==> config.mk <==
export PLATFORM = sky130hd
export DESIGN_NAME = fetch_queue
export DESIGN_NICKNAME = d
export VERILOG_FILES = /design/src/rtl/fetch_queue.sv
export SDC_FILE = /design/constraint.sdc
export NUM_CORES = 1
export LEC_CHECK = 0
export CAP_MARGIN = 40
export CORE_ASPECT_RATIO = 0.5
export CORE_UTILIZATION = 25
export CTS_CLUSTER_DIAMETER = 40
export DETAILED_ROUTE_END_ITERATION = 8
export MAX_ROUTING_LAYER = met4
export PLACE_DENSITY = 0.4
export SYNTH_ARGS = -nofsm -noshare
export SYNTH_HDL_FRONTEND = slang
export SYNTH_SLANG_ARGS = --single-unit
==> constraint.sdc <==
create_clock -name clk -period 3.87 [get_ports clk]
set_input_delay 0.774 -clock clk [delete_from_list [all_inputs] [get_ports clk]]
set_output_delay 0.774 -clock clk [all_outputs]
set_load 0.005 [all_outputs]
==> src/rtl/fetch_queue.sv <==
// Instruction prefetch queue: sequential word fetches, PC-tagged FIFO to decode, flush on redirect.
// Defining FETCH_QUEUE_PERF_EN adds saturating stall/flush performance counters.
module fetch_queue #(
    parameter int unsigned DEPTH    = 4,
    parameter logic [31:0] RESET_PC = 32'h0
) (
    input  logic        clk,
    input  logic        reset,
    input  logic        halt,
    input  logic        redirect,
    input  logic [31:0] redirect_pc,
    output logic        mem_req,
    output logic [31:0] mem_addr,
    input  logic        mem_rsp_valid,
    input  logic [31:0] mem_rsp_data,
    output logic        inst_valid,
    output logic [31:0] inst,
    output logic [31:0] inst_pc,
    input  logic        inst_ready
`ifdef FETCH_QUEUE_PERF_EN
    ,
    output logic [31:0] perf_stall_cycles,
    output logic [31:0] perf_flushes
`endif
);

    localparam int unsigned PtrW  = $clog2(DEPTH);
    localparam int unsigned CntW  = PtrW + 1;
    localparam int unsigned DataW = 32;

    typedef struct packed {
        logic [DataW-1:0] pc;
        logic [DataW-1:0] inst;
    } fetchEntry_t;

    fetchEntry_t      fifoMem [DEPTH];
    fetchEntry_t      headEntry;

    logic [DataW-1:0] fetchPc, fetchPcNext;
    logic [DataW-1:0] inflightPc, inflightPcNext;
    logic [PtrW-1:0]  wrPtr, wrPtrNext;
    logic [PtrW-1:0]  rdPtr, rdPtrNext;
    logic [CntW-1:0]  count, countNext;
    logic [CntW-1:0]  creditUsed;
    logic             inflight, inflightNext;
    logic             drop, dropNext;
    logic             issue, push, pop, instValid;

    // Handshake qualifiers; a redirect voids any same-cycle push or pop
    assign instValid  = (count != '0);
    assign creditUsed = count + CntW'(inflight);
    assign issue      = reset && !halt && !redirect && (creditUsed < CntW'(DEPTH));
    assign push       = mem_rsp_valid && !drop && !redirect;
    assign pop        = instValid && inst_ready && !redirect;

    always_comb begin
        fetchPcNext    = fetchPc;
        inflightPcNext = inflightPc;
        wrPtrNext      = wrPtr;
        rdPtrNext      = rdPtr;
        countNext      = count;
        inflightNext   = inflight;
        dropNext       = drop;

        if (redirect) begin
            fetchPcNext  = redirect_pc;
            wrPtrNext    = '0;
            rdPtrNext    = '0;
            countNext    = '0;
            inflightNext = 1'b0;
            // A response returning this cycle is voided here; only a still-outstanding one needs dropping
            dropNext     = (inflight || drop) && !mem_rsp_valid;
        end else begin
            if (issue) begin
                fetchPcNext    = fetchPc + 32'd1;
                inflightPcNext = fetchPc;
                inflightNext   = 1'b1;
            end else if (mem_rsp_valid && !drop) begin
                inflightNext = 1'b0;
            end

            if (mem_rsp_valid && drop) begin
                dropNext = 1'b0;
            end

            if (push) begin
                wrPtrNext = wrPtr + PtrW'(1);
            end
            if (pop) begin
                rdPtrNext = rdPtr + PtrW'(1);
            end

            unique case ({push, pop})
                2'b10:   countNext = count + CntW'(1);
                2'b01:   countNext = count - CntW'(1);
                default: countNext = count;
            endcase
        end
    end

    // Control state register
    always_ff @(posedge clk or negedge reset) begin
        if (!reset) begin
            fetchPc    <= RESET_PC;
            inflightPc <= '0;
            wrPtr      <= '0;
            rdPtr      <= '0;
            count      <= '0;
            inflight   <= 1'b0;
            drop       <= 1'b0;
        end else begin
            fetchPc    <= fetchPcNext;
            inflightPc <= inflightPcNext;
            wrPtr      <= wrPtrNext;
            rdPtr      <= rdPtrNext;
            count      <= countNext;
            inflight   <= inflightNext;
            drop       <= dropNext;
        end
    end

    // Payload storage needs no reset: outputs are masked while the queue is empty
    always_ff @(posedge clk) begin
        if (push) begin
            fifoMem[wrPtr] <= '{pc: inflightPc, inst: mem_rsp_data};
        end
    end

    assign headEntry  = fifoMem[rdPtr];
    assign mem_req    = issue;
    assign mem_addr   = issue ? fetchPc : '0;
    assign inst_valid = instValid;
    assign inst       = instValid ? headEntry.inst : '0;
    assign inst_pc    = instValid ? headEntry.pc : '0;

`ifdef FETCH_QUEUE_PERF_EN
    logic [31:0] stallCnt, stallCntNext;
    logic [31:0] flushCnt, flushCntNext;

    // Saturating counters: empty-output cycles and redirects that discard work
    always_comb begin
        stallCntNext = stallCnt;
        flushCntNext = flushCnt;
        if (!instValid && (stallCnt != '1)) begin
            stallCntNext = stallCnt + 32'd1;
        end
        if (redirect && ((count != '0) || inflight) && (flushCnt != '1)) begin
            flushCntNext = flushCnt + 32'd1;
        end
    end

    always_ff @(posedge clk or negedge reset) begin
        if (!reset) begin
            stallCnt <= '0;
            flushCnt <= '0;
        end else begin
            stallCnt <= stallCntNext;
            flushCnt <= flushCntNext;
        end
    end

    assign perf_stall_cycles = stallCnt;
    assign perf_flushes      = flushCnt;
`endif

endmodule

# Word level (Yosys, flattened, before mapping)

Memories as Yosys holds them, arrays and structs flattened.
Cells that the tools add are included.

Word-level logic and storage cells: 58
Bits in writable memories: 256
Output and inout bits: 98
Flip-flop bits (word level): 73
Input bits: 70
Memories: 1

Memory list:

| memory  | words | width | rd ports | clocked after memory_dff | write ports | RTL line | RTL |
|---|---|---|---|---|---|---|---|
| fifoMem | 4     | 64    | 1        | 0                        | 1           | 36       | `fetchEntry_t fifoMem [DEPTH];` |

Equality and inequality tests: 2
Bitwise logic cells: 1
Add/subtract/negate cells: 6
$lt $le $gt $ge: 1
Reductions and logical operators: 22
Muxes and demuxes: 18

Operators by type and width:

| operator                                          | count |
|---|---|
| 2-to-1 mux 32 bit                                 | 5 |
| adder 32 x 1 -> 32 bit, second input constant     | 1 |
| logical AND 1 bit                                 | 9 |
| nonzero test 3 bit                                | 3 |
| 2-to-1 mux 2 bit                                  | 4 |
| nonzero test 2 bit                                | 4 |
| 2-to-1 mux 1 bit                                  | 7 |
| one-hot mux 3 bit (2 select lines)                | 1 |
| adder 2 x 1 -> 2 bit, second input constant       | 2 |
| zero test 1 bit                                   | 4 |
| adder 3 x 1 -> 3 bit                              | 1 |
| adder 3 x 1 -> 3 bit, second input constant       | 1 |
| less-than comparator 3 bit, second input constant | 1 |
| 2-to-1 mux 3 bit                                  | 1 |
| subtractor 3 x 1 -> 3 bit, second input constant  | 1 |
| == test 2 x 1 -> 1 bit, second input constant     | 1 |
| == test 2 bit, second input constant              | 1 |
| AND reduction 2 bit                               | 1 |
| logical OR 1 bit                                  | 1 |
| NOT 1 bit                                         | 1 |

# Longest topological paths before layout

Depth after elaboration: 6
Gate-level depth with buffers: 8
Mapped depth without buffers: 7

# Least setup slack after synthesis

No wires, ideal clock.

Path kind: in2reg
Start: input redirect
End: memory fifoMem[0][0] in the netlist's numbering, enable pin
Data arrival time: 2850 ps
Setup slack: 591 ps
Library setup time: 429 ps
Path buffers: 2
Stages on the path: 4
Required time: 3441 ps
Cells stage by stage: clkbuf_1 > clkbuf_1 > nor2_1 > and2_1

Longest elaborated chain between the ends: 4

Ends and longest elaborated chain:

| item                                   | RTL line | RTL |
|---|---|---|
| start, declared                        | 10       | `input logic redirect,` |
| zero test 1 bit                        | 53       | `assign push = mem_rsp_valid && !drop && !redirect;` |
| logical AND 1 bit                      | 53       |  |
| 2-to-1 mux 1 bit                       | 124      | `if (push) begin` |
| 2-to-1 mux 1 bit (implied by the code) | 125      | `fifoMem[wrPtr] <= '{pc: inflightPc, inst: mem_rsp_data};` |
| end, declared                          | 36       |  |

No other way between the ends.

# Worst setup path after layout

Start: register rdPtr[0]
End: output inst_pc[11]

Longest elaborated chain between the ends: 2

Ends and longest elaborated chain:

| item                   | RTL line | RTL |
|---|---|---|
| start, declared        | 42       | `logic [PtrW-1:0] rdPtr, rdPtrNext;` |
| start signal, assigned | 115      | `rdPtr <= rdPtrNext;` |
| memory (4 x 64 bit)    | -        |  |
| 2-to-1 mux 32 bit      | 134      | `assign inst_pc = instValid ? headEntry.pc : '0;` |
| end, declared          | 18       | `output logic [31:0] inst_pc,` |

No other way between the ends.

==> results.toml <==
[hold_path]
hold_path_class = "primary input to async pin"

[pwr]
p_per_area_nw_per_um2 = 565.0
power_mw = 9.841
power.static_leakage_nw = 6.152
ir_worst_vdd_mv = 0.3336

[synthesis]
synthTopCellsByArea = "edfxtp_1 58%, dfrtp_1 14%, mux4_2 11%"
syn-num-nets = 871
ys_ff_latch = 329
yosys.area.top_type_share_pct = 57.57
async_reset_ff_share_pct = 22.19
synth_top_area_cell = "edfxtp_1"
synth-edff-count = 256
yosys_most_used_dff = "edfxtp_1"
syn_area_per_cell_um2 = 16.80
yosys_warnings = 0
seq_area_frac_synth_pct = 71.25
syn_area_um2 = 13350
yosysUniqueCellTypes = 42
synth_cells = 795

[timing]
finalSetupViolCount = 0
slew_headroom_pct = 49.60
worst_slew_pin_slew_ns = 0.7551
drv_slew = 0
rsz0062_at_grt = "false"
holdWs_ns = 0.2074
period_needed_ns = 3.610
fin_skew_ns = 0.02437
hold_viol_final = 0
setup_slack_ns = 0.2601
timing.setup.tns_ns = 0
post-route-period-util_pct = 93.28
timing.fmax_mhz = 277.0

[global_route]
grt_pass1_vias = 8259
grt_pass1_wl_um = 53070
groute.usage.overall_pct = 13.63
grt_max_degree = 72
antenna_found_initial = 3
overflow = 0

[routing]
avgViaCountPerCell = 4.408
avgRoutedWirePerCell_um = 20.73
drt-initial-drc-count = 368
drc = 1
wirelength_um = 35700
num_vias = 7591
first_pass_iters = 6
postRouteAntennaNets = 0

[clock_tree]
cts.clk_slew.worst_paths_ns = 0.06
cts_buffers = 41
cts.repair.resized = 0
clk_latency_ns = 0.55
htreeDepth = 2
cts_sinks = 329
root_buffer = "clkbuf_16"
hold_buffers = 0
ctsLongestPathBuffers = 3
cts_setup_buffers = 0
cts_tree = "yes"

[cells_and_area]
drive_gt1_share_pct = 17.19
fin_area_um2 = 17420
final_cell_mix = "256 x edfxtp_1, 165 x clkdlybuf4s50_1, 71 x dfrtp_1, 70 x and2_1, 64 x mux4_2"
areaGrowthSynthToFinish_pct = 30.42
nNetsFinal = 1061
final_common_cell = "edfxtp_1"

[job]
maxCapViolCount = 0

[floorplanning]
dieHeight_um = 165.4
dieArea_um2 = 54400
core_area_um2 = 52340
io_pins = 168
rows = 59
start_util_pct = 25.51
die_x_um = 328.9

[run_status]
violations = "design-rule violations"
status = "complete, but fails checks"

[place]
place.gp.congestion = 0.7860
place_area_um2 = 16040
dp_hpwl_um = 23720
portBuffers = 167
pre_cts_ws_ns = 0.3298

[worst_setup_path]
cp_max_fo = 37
start_kind = "register"
cp.required_ns = 3.10
end_kind = "primary output"
crit_arrival_ns = 2.84
critical_path_class = "register to primary output"
## sequential cells by signal, summed over array words and instances (netlist names)
signal	count
fetchPc	32
inflight	1
wrPtr	2
inflightPc	32
count	3
fifoMem	256
drop	1
rdPtr	2
## cells in the mapped netlist (2+ instances only)
| cell type | n |
|---|---|
| edfxtp_1 | 256 |
| and2_1 | 74 |
| dfrtp_1 | 73 |
| mux4_2 | 64 |
| nand2_1 | 46 |
| and3_1 | 37 |
| a21o_1 | 33 |
| clkbuf_1 | 32 |
| o21ai_0 | 25 |
| nor2_1 | 21 |
| xnor2_1 | 17 |
| nand3_1 | 16 |
| nor4_1 | 14 |
| xor2_1 | 11 |
| buf_2 | 9 |
| nand4_1 | 9 |
| nor3_1 | 7 |
| ha_1 | 5 |
| inv_1 | 5 |
| a21oi_1 | 4 |
| and4_1 | 4 |
| buf_1 | 4 |
| a221o_1 | 3 |
| mux2i_1 | 3 |
| a31oi_1 | 2 |
| buf_4 | 2 |
| mux2_2 | 2 |
| nor2b_1 | 2 |
| or3_1 | 2 |
## metal layers
| layer | global-route usage (%) | up-vias | wire, µm |
|---|---|---|---|
| met5 | - | - | 0 |
| met4 | 4.144 | 0 | 752 |
| met3 | 2.461 | 52 | 1423 |
| met2 | 23.53 | 116 | 18600 |
| met1 | 16.29 | 3967 | 14920 |
| li1 | - | 3456 | - |
## worst paths after layout
kind | start | end | slack (ns) | cells past startpoint
setup / recovery | rdPtr[0] | inst_pc[11] | 0.26 | 4
hold / removal | reset | inflightPc[26] | 0.21 | 2
setup reg to reg | count[0] | count[2] | 1.42 | 8
hold reg to reg | drop | drop | 0.49 | 2
max in group asynchronous | reset | rdPtr[1] | 2.88 | 4
min in group clk | drop | drop | 0.49 | 2
## power breakdown
part	internal, mW	switching [mW]
combinational	0.938	0.702
sequential	4.15	0.267
clock	2.22	1.56
## through the flow
stage	cells	utilization, %
floorplan	795	-
global placement	1641	30.55
detailed placement	1643	30.64
CTS	1719	33.26
global route	1722	33.28
finish	1722	33.28
## layout make-up
| cell class | instances | area, µm² |
|---|---|---|
| fill | 5037 | 34920 |
| sequential | 329 | 9522 |
| multi-input combinational | 413 | 3638 |
| timing repair buffer | 195 | 1982 |
| clock buffer | 49 | 1106 |
| tap | 701 | 877.1 |
| clock inverter | 27 | 265.3 |
| inverter | 5 | 18.77 |
| antenna | 3 | 7.507 |
## cell families (layout without fill, tap and decap cells)
kind of cell,after synthesis,count (layout),synth area share (%)
buf+inv,53,276,1.686
other cells,0,3,0
flops,329,329,71.25
compound gates,73,73,3.626
xor+xnor,28,28,1.836
fa+ha+maj,6,6,0.6184
mux,69,69,11.19
simple gates,237,237,9.800
## critical path, stage by stage, from the launching register on
cell and delay [ns]:
dfrtp_4 0.61, buf_12 0.34, mux4_2 0.56, and2_1 0.17, clkdlybuf4s50_1 0.52
(Power assumes the default switching activity.)
